`src/rtl/soc_ahb3_sram_loader.sv`:
```
// AHB3-Lite write master: streams valid/ready words into consecutive word addresses
// as pipelined INCR writes, with wait-state and ERROR handling and a job handshake.
module soc_ahb3_sram_loader #(
    parameter int PLEN = 16,
    parameter int XLEN = 32,
    parameter int LW   = 16
) (
    input  logic            ahb3_clk_i,
    input  logic            ahb3_rst_i,
    input  logic            start_i,
    input  logic [PLEN-1:0] start_addr_i,
    input  logic [LW-1:0]   length_i,
    output logic            busy_o,
    output logic            done_o,
    output logic            error_o,
    input  logic [XLEN-1:0] s_data_i,
    input  logic            s_valid_i,
    output logic            s_ready_o,
    output logic            ahb3_hsel_o,
    output logic [PLEN-1:0] ahb3_haddr_o,
    output logic [XLEN-1:0] ahb3_hwdata_o,
    output logic            ahb3_hwrite_o,
    output logic [2:0]      ahb3_hsize_o,
    output logic [2:0]      ahb3_hburst_o,
    output logic [3:0]      ahb3_hprot_o,
    output logic [1:0]      ahb3_htrans_o,
    output logic            ahb3_hmastlock_o,
    input  logic            ahb3_hready_i,
    input  logic            ahb3_hresp_i
);
    localparam int SW      = XLEN / 8;
    localparam int BYTE_AW = $clog2(SW);
    localparam int KB_W    = (PLEN < 10) ? PLEN : 10;
    localparam logic [PLEN-1:0] ALIGN_MASK = ~PLEN'(SW - 1);

    localparam logic [1:0] HTRANS_IDLE   = 2'b00;
    localparam logic [1:0] HTRANS_NONSEQ = 2'b10;
    localparam logic [1:0] HTRANS_SEQ    = 2'b11;

    typedef enum logic [2:0] {
        ST_IDLE,
        ST_RUN,
        ST_DRAIN,
        ST_ERR,
        ST_DONE
    } state_t;

    state_t          state_reg;
    logic [PLEN-1:0] addr_reg;
    logic [LW-1:0]   remain_reg;
    logic [PLEN-1:0] haddr_reg;
    logic [1:0]      htrans_reg;
    logic [XLEN-1:0] hwdata_reg;
    logic [XLEN-1:0] pend_reg;
    logic            dphase_reg;
    logic            busy_reg;
    logic            done_reg;
    logic            error_reg;

    logic addr_free;
    logic err_resp;
    logic data_done;
    logic kb_boundary;
    logic s_ready;
    logic accept;

    assign addr_free   = (htrans_reg == HTRANS_IDLE) || ahb3_hready_i;
    assign err_resp    = dphase_reg && ahb3_hresp_i && !ahb3_hready_i;
    assign data_done   = dphase_reg && ahb3_hready_i && !ahb3_hresp_i;
    assign kb_boundary = (addr_reg[KB_W-1:0] == '0);
    assign s_ready     = (state_reg == ST_RUN) && (remain_reg != '0) && addr_free && !err_resp;
    assign accept      = s_ready && s_valid_i;

    always_ff @(posedge ahb3_clk_i) begin
        if (ahb3_rst_i) begin
            state_reg  <= ST_IDLE;
            addr_reg   <= '0;
            remain_reg <= '0;
            haddr_reg  <= '0;
            htrans_reg <= HTRANS_IDLE;
            hwdata_reg <= '0;
            pend_reg   <= '0;
            dphase_reg <= 1'b0;
            busy_reg   <= 1'b0;
            done_reg   <= 1'b0;
            error_reg  <= 1'b0;
        end else begin
            if (ahb3_hready_i) begin
                dphase_reg <= (htrans_reg != HTRANS_IDLE);
            end
            case (state_reg)
                ST_IDLE: begin
                    if (start_i) begin
                        addr_reg   <= start_addr_i & ALIGN_MASK;
                        remain_reg <= length_i;
                        error_reg  <= 1'b0;
                        busy_reg   <= 1'b1;
                        // An empty job has nothing outstanding, so the drain check ends it at once.
                        state_reg  <= (length_i != '0) ? ST_RUN : ST_DRAIN;
                    end
                end
                ST_RUN, ST_DRAIN: begin
                    if (err_resp) begin
                        htrans_reg <= HTRANS_IDLE;
                        state_reg  <= ST_ERR;
                    end else begin
                        if (ahb3_hready_i && (htrans_reg != HTRANS_IDLE)) begin
                            hwdata_reg <= pend_reg;
                        end
                        if (accept) begin
                            haddr_reg  <= addr_reg;
                            // Continue a burst only back-to-back and never across a 1 KB line.
                            htrans_reg <= ((htrans_reg != HTRANS_IDLE) && !kb_boundary) ?
                                          HTRANS_SEQ : HTRANS_NONSEQ;
                            pend_reg   <= s_data_i;
                            addr_reg   <= addr_reg + PLEN'(SW);
                            remain_reg <= remain_reg - LW'(1);
                            if (remain_reg == LW'(1)) begin
                                state_reg <= ST_DRAIN;
                            end
                        end else if (addr_free) begin
                            htrans_reg <= HTRANS_IDLE;
                        end
                        if ((state_reg == ST_DRAIN) && (htrans_reg == HTRANS_IDLE) &&
                            (!dphase_reg || data_done)) begin
                            state_reg <= ST_DONE;
                            done_reg  <= 1'b1;
                            busy_reg  <= 1'b0;
                        end
                    end
                end
                ST_ERR: begin
                    if (ahb3_hready_i) begin
                        error_reg <= 1'b1;
                        done_reg  <= 1'b1;
                        busy_reg  <= 1'b0;
                        state_reg <= ST_DONE;
                    end
                end
                ST_DONE: begin
                    done_reg  <= 1'b0;
                    state_reg <= ST_IDLE;
                end
                default: begin
                    state_reg <= ST_IDLE;
                end
            endcase
        end
    end

    assign busy_o           = busy_reg;
    assign done_o           = done_reg;
    assign error_o          = error_reg;
    assign s_ready_o        = s_ready;
    assign ahb3_hsel_o      = (htrans_reg != HTRANS_IDLE);
    assign ahb3_haddr_o     = haddr_reg;
    assign ahb3_hwdata_o    = hwdata_reg;
    assign ahb3_htrans_o    = htrans_reg;
    assign ahb3_hwrite_o    = 1'b1;
    assign ahb3_hsize_o     = 3'(BYTE_AW);
    assign ahb3_hburst_o    = 3'b001;
    assign ahb3_hprot_o     = 4'b0011;
    assign ahb3_hmastlock_o = 1'b0;
endmodule

```
`config.mk`:
```
export PLATFORM = sky130hd
export DESIGN_NAME = soc_ahb3_sram_loader
export DESIGN_NICKNAME = d
export VERILOG_FILES = /design/src/rtl/soc_ahb3_sram_loader.sv
export SDC_FILE = /design/constraint.sdc
export NUM_CORES = 1
export LEC_CHECK = 0
export ABC_AREA = 1
export BUFFER_PORTS_ARGS = -buffer_cell sky130_fd_sc_hd__buf_2
export CAP_MARGIN = 20
export CORE_MARGIN = 2
export CORE_UTILIZATION = 55
export DETAILED_ROUTE_END_ITERATION = 10
export GPL_TIMING_DRIVEN = 1
export MAX_ROUTING_LAYER = met4
export PLACE_DENSITY = 0.94
export SLEW_MARGIN = 20
export SYNTH_ARGS = -nofsm -noshare
export SYNTH_HDL_FRONTEND = slang
export SYNTH_SLANG_ARGS = --single-unit
```
`constraint.sdc`:
```
create_clock -name ahb3_clk_i -period 3.95 [get_ports ahb3_clk_i]
set_clock_uncertainty 0.15 [all_clocks]
set_input_delay 0.5925 -clock ahb3_clk_i [delete_from_list [all_inputs] [get_ports ahb3_clk_i]]
set_output_delay 0.5925 -clock ahb3_clk_i [all_outputs]
set_load 0.01 [all_outputs]
```
==> results_tabular.tex <==
\begin{tabular}{lr}
\hline
Metric & Value \\
\hline
\multicolumn{2}{l}{\textbf{Clocking}} \\
Latest clock arrival within the worst-skew pair & 0.51 ns \\
Count of clock tree sinks & 117 \\
Clock tree from TritonCTS & done \\
Post-cts sizing count & 0 \\
Clock transition at the registers of the reported paths & 0.07 ns \\
Number of hold buffers added after CTS & 0 \\
CTS buffer count & 17 \\
Cell at the root of the clock tree & clkbuf\_8 \\
Buffer count from post-CTS setup fixing & 0 \\
Bufs on Longest Clock Path & 2 \\
Htree depth & 4 \\
\multicolumn{2}{l}{\textbf{Pwr}} \\
Power per cell area & 775 nW/um\^{}2 \\
Leakage power & 3.05 nW \\
Overall power of the completed layout & 5.12 mW \\
Worst-case vdd ir drop & 0.698 mV \\
\multicolumn{2}{l}{\textbf{Final layout}} \\
Area used by multi-input combinational logic & 2530 um\^{}2 \\
Sequential cell area in the final layout & 2340 um\^{}2 \\
Signed area change from the synthesized netlist to the final layout & 20.8\% \\
Diodes inserted & 0 \\
Fillcell total & 830 \\
Fin area & 6610 um\^{}2 \\
Proportion of layout cells with a drive suffix above 1 & 19.8\% \\
\# nets final & 962 \\
Number of cells in the finished layout apart from fillers & 1033 \\
\multicolumn{2}{l}{\textbf{Worst setup path}} \\
Critical path class & reg -> out \\
Cell type with the highest occurrence count on the critical path & nand2\_1 \\
Chain of cells forming the critical path & inv\_1, ha\_1, nand2\_1, nor2\_1, nand2\_1, and2\_1, buf\_2 \\
Nature of the critical path startpoint & flop \\
Critical-path maximum fanout & 6 \\
Delay of the slowest critical-path stage & 0.34 ns \\
Critical path data arrival time & 1.81 ns \\
Critical Path Slowest Stage Cell & dfxtp\_1 \\
Endpoint class of the critical path & output port \\
CP Data Required Time & 3.21 ns \\
\multicolumn{2}{l}{\textbf{Floorplanning}} \\
Boundary pin count & 137 \\
Site Rows & 36 \\
Standard cell core area & 9730 um\^{}2 \\
Die area & 10800 um\^{}2 \\
Starting density of the core & 56.2\% \\
Y dimension of the die & 104 um \\
Die extent in x & 104 um \\
\multicolumn{2}{l}{\textbf{Global route}} \\
All-layer global routing usage & 25.8\% \\
First-pass GRT wire length & 22300 um \\
Gr ovfl total & 0 \\
Number of antenna violations at the first check in global routing & 0 \\
Largest net degree at the start of global routing & 69 \\
Number of global-route vias before repair & 4902 \\
\multicolumn{2}{l}{\textbf{Synthesis}} \\
Number of enable-type register cells in the synthesized netlist & 0 \\
Cell count after synthesis & 784 \\
Share of synthesized flip-flops with an asynchronous set or reset & 0\% \\
Yosys cell types & 33 \\
Flip-flop cell with the highest count after synthesis & dfxtp\_1 \\
Sequential share of the synthesized area & 42.8\% \\
Syn Area/Cell & 6.98 um\^{}2 \\
Total of warnings raised by yosys & 0 \\
Cell accounting for the most synthesized area & dfxtp\_1 \\
Area share of the leading cell type in the synthesized netlist & 42.8\% \\
Cells taking the most area after synthesis & dfxtp\_1, a21oi\_1, nand2\_1, o21ai\_0, inv\_1 \\
Post-synthesis instance area & 5470 um\^{}2 \\
Post-synthesis register bit count & 117 \\
\multicolumn{2}{l}{\textbf{Placement}} \\
IO buf count & 120 \\
Worst setup timing slack at the placement stage & 1.36 ns \\
DP HPWL & 8960 um \\
Cell count after placement & 1001 \\
Placed Instance Area & 6050 um\^{}2 \\
Routability congestion estimate from global placement & 0.915 \\
\multicolumn{2}{l}{\textbf{Run}} \\
Max cap viols & 0 \\
\multicolumn{2}{l}{\textbf{STA}} \\
Worst slew pin tran & 0.612 ns \\
Setup Total Neg Slack & 0 ns \\
Achievable frequency & 0.392 GHz \\
Endpoints failing hold & 0 \\
Final setup violating endpoints & 0 \\
Worst Slack Setup Final & 1.40 ns \\
Count of pins over their slew limit & 0 \\
Min cycle time layout & 2.55 ns \\
Unrepaired setup endpoints after global routing & false \\
Period Utilization, post-route & 64.6\% \\
Max\_slew headroom & 59.1\% \\
\multicolumn{2}{l}{\textbf{Drt}} \\
Count of unresolved DRC violations after routing & 0 \\
Average routed wire per standard cell & 13.1 um \\
Average vias per placed instance & 5.24 \\
DR pass1 iterations & 5 \\
DRC violation total after the first TritonRoute iteration & 408 \\
Post-DRT Antenna Nets & 0 \\
Via count of the routed design & 5410 \\
Final routed wirelength across all metal layers & 13500 um \\
\multicolumn{2}{l}{\textbf{Run status}} \\
Status & finished clean \\
\multicolumn{2}{l}{\textbf{Worst hold path}} \\
Hold crit path type & in -> reg \\
\hline
\end{tabular}
## routing by layer
metal	vias up	routed length (um)	track usage [%]
met5	-	0	-
li1	2738	-	-
met4	0	244	9.17
met3	24	809	5.92
met2	193	6410	42.6
met1	2455	6050	31.1
## cells in the mapped netlist (3+ instances only)
cell type / instances
nand2_1: 136
dfxtp_1: 117
a21oi_1: 110
o21ai_0: 97
inv_1: 86
nor2_1: 76
nand3_1: 50
clkbuf_1: 21
buf_4: 15
buf_2: 14
nand4_1: 9
a31oi_1: 5
ha_1: 5
nor3_1: 5
xor2_1: 5
inv_2: 4
or2_2: 4
nor2_4: 3
o211ai_1: 3
## cell families (layout without fill, tap and decap cells)
group                    count (synthesis)  count (layout)  synth area share [%]
buffers and inverters                  145             249                  11.7
AND/OR/NAND/NOR                        293             293                  23.3
adder cells (fa/ha/maj)                  5               5                  1.14
XOR/XNOR                                 5               5                 0.801
flip-flops                             117             117                  42.8
other                                    2              14                 0.137
AO/OA/AOI/OAI                          217             217                  20.1
## metrics by stage
step | util, % | hold slack (ns)
after floorplan | - | 0.280
after global placement | 62.2 | 0.283
after detailed placement | 62.2 | 0.286
after CTS | 67.9 | 0.197
after global routing | 67.9 | 0.207
final | 67.9 | 0.217
## critical path: cells and delay by family, from the launching register on
kind,cells,cell delay [ns]
DFF,1,0.34
buffers and inverters,2,0.31
adders and majority gates,1,0.19
and+or+nand+nor,4,0.48
## area by class of cell
class | count | area share [%]
tap | 133 | 2.52
timing repair buffer | 126 | 9.96
multi-input combinational | 534 | 38.3
sequential | 117 | 35.4
clock buffer | 17 | 6.27
inverter | 91 | 5.25
clock inverter | 15 | 2.22
## where the power goes
| part | internal, mW | leakage [nW] | switching [mW] |
|---|---|---|---|
| clock network | 0.810 | 0.274 | 0.634 |
| logic | 0.657 | 1.82 | 1.34 |
| registers | 1.47 | 0.954 | 0.211 |
| total | 2.94 | 3.05 | 2.18 |
## cells in the final DEF, fill, tap and decap left out, types with 7 or more instances in the layout
cell type	instances
nand4_1	9
dfxtp_1	117
clkbuf_16	16
conb_1	14
nand3_1	50
o21ai_0	97
inv_1	85
nor2_1	76
inv_8	7
buf_2	120
a21oi_1	110
nand2_1	136
## final timing paths
kind | start | to | slack [ns] | depth (start not counted)
worst max register to register | remain_reg[0] | ahb3_haddr_o[15] | 1.44 | 10
worst min register to register | done_o | done_o | 0.29 | 2
worst min-delay path | s_data_i[18] | pend_reg[18] | 0.22 | 3
worst max-delay path | remain_reg[0] | s_ready_o | 1.40 | 7
(Power assumes the default switching activity.)
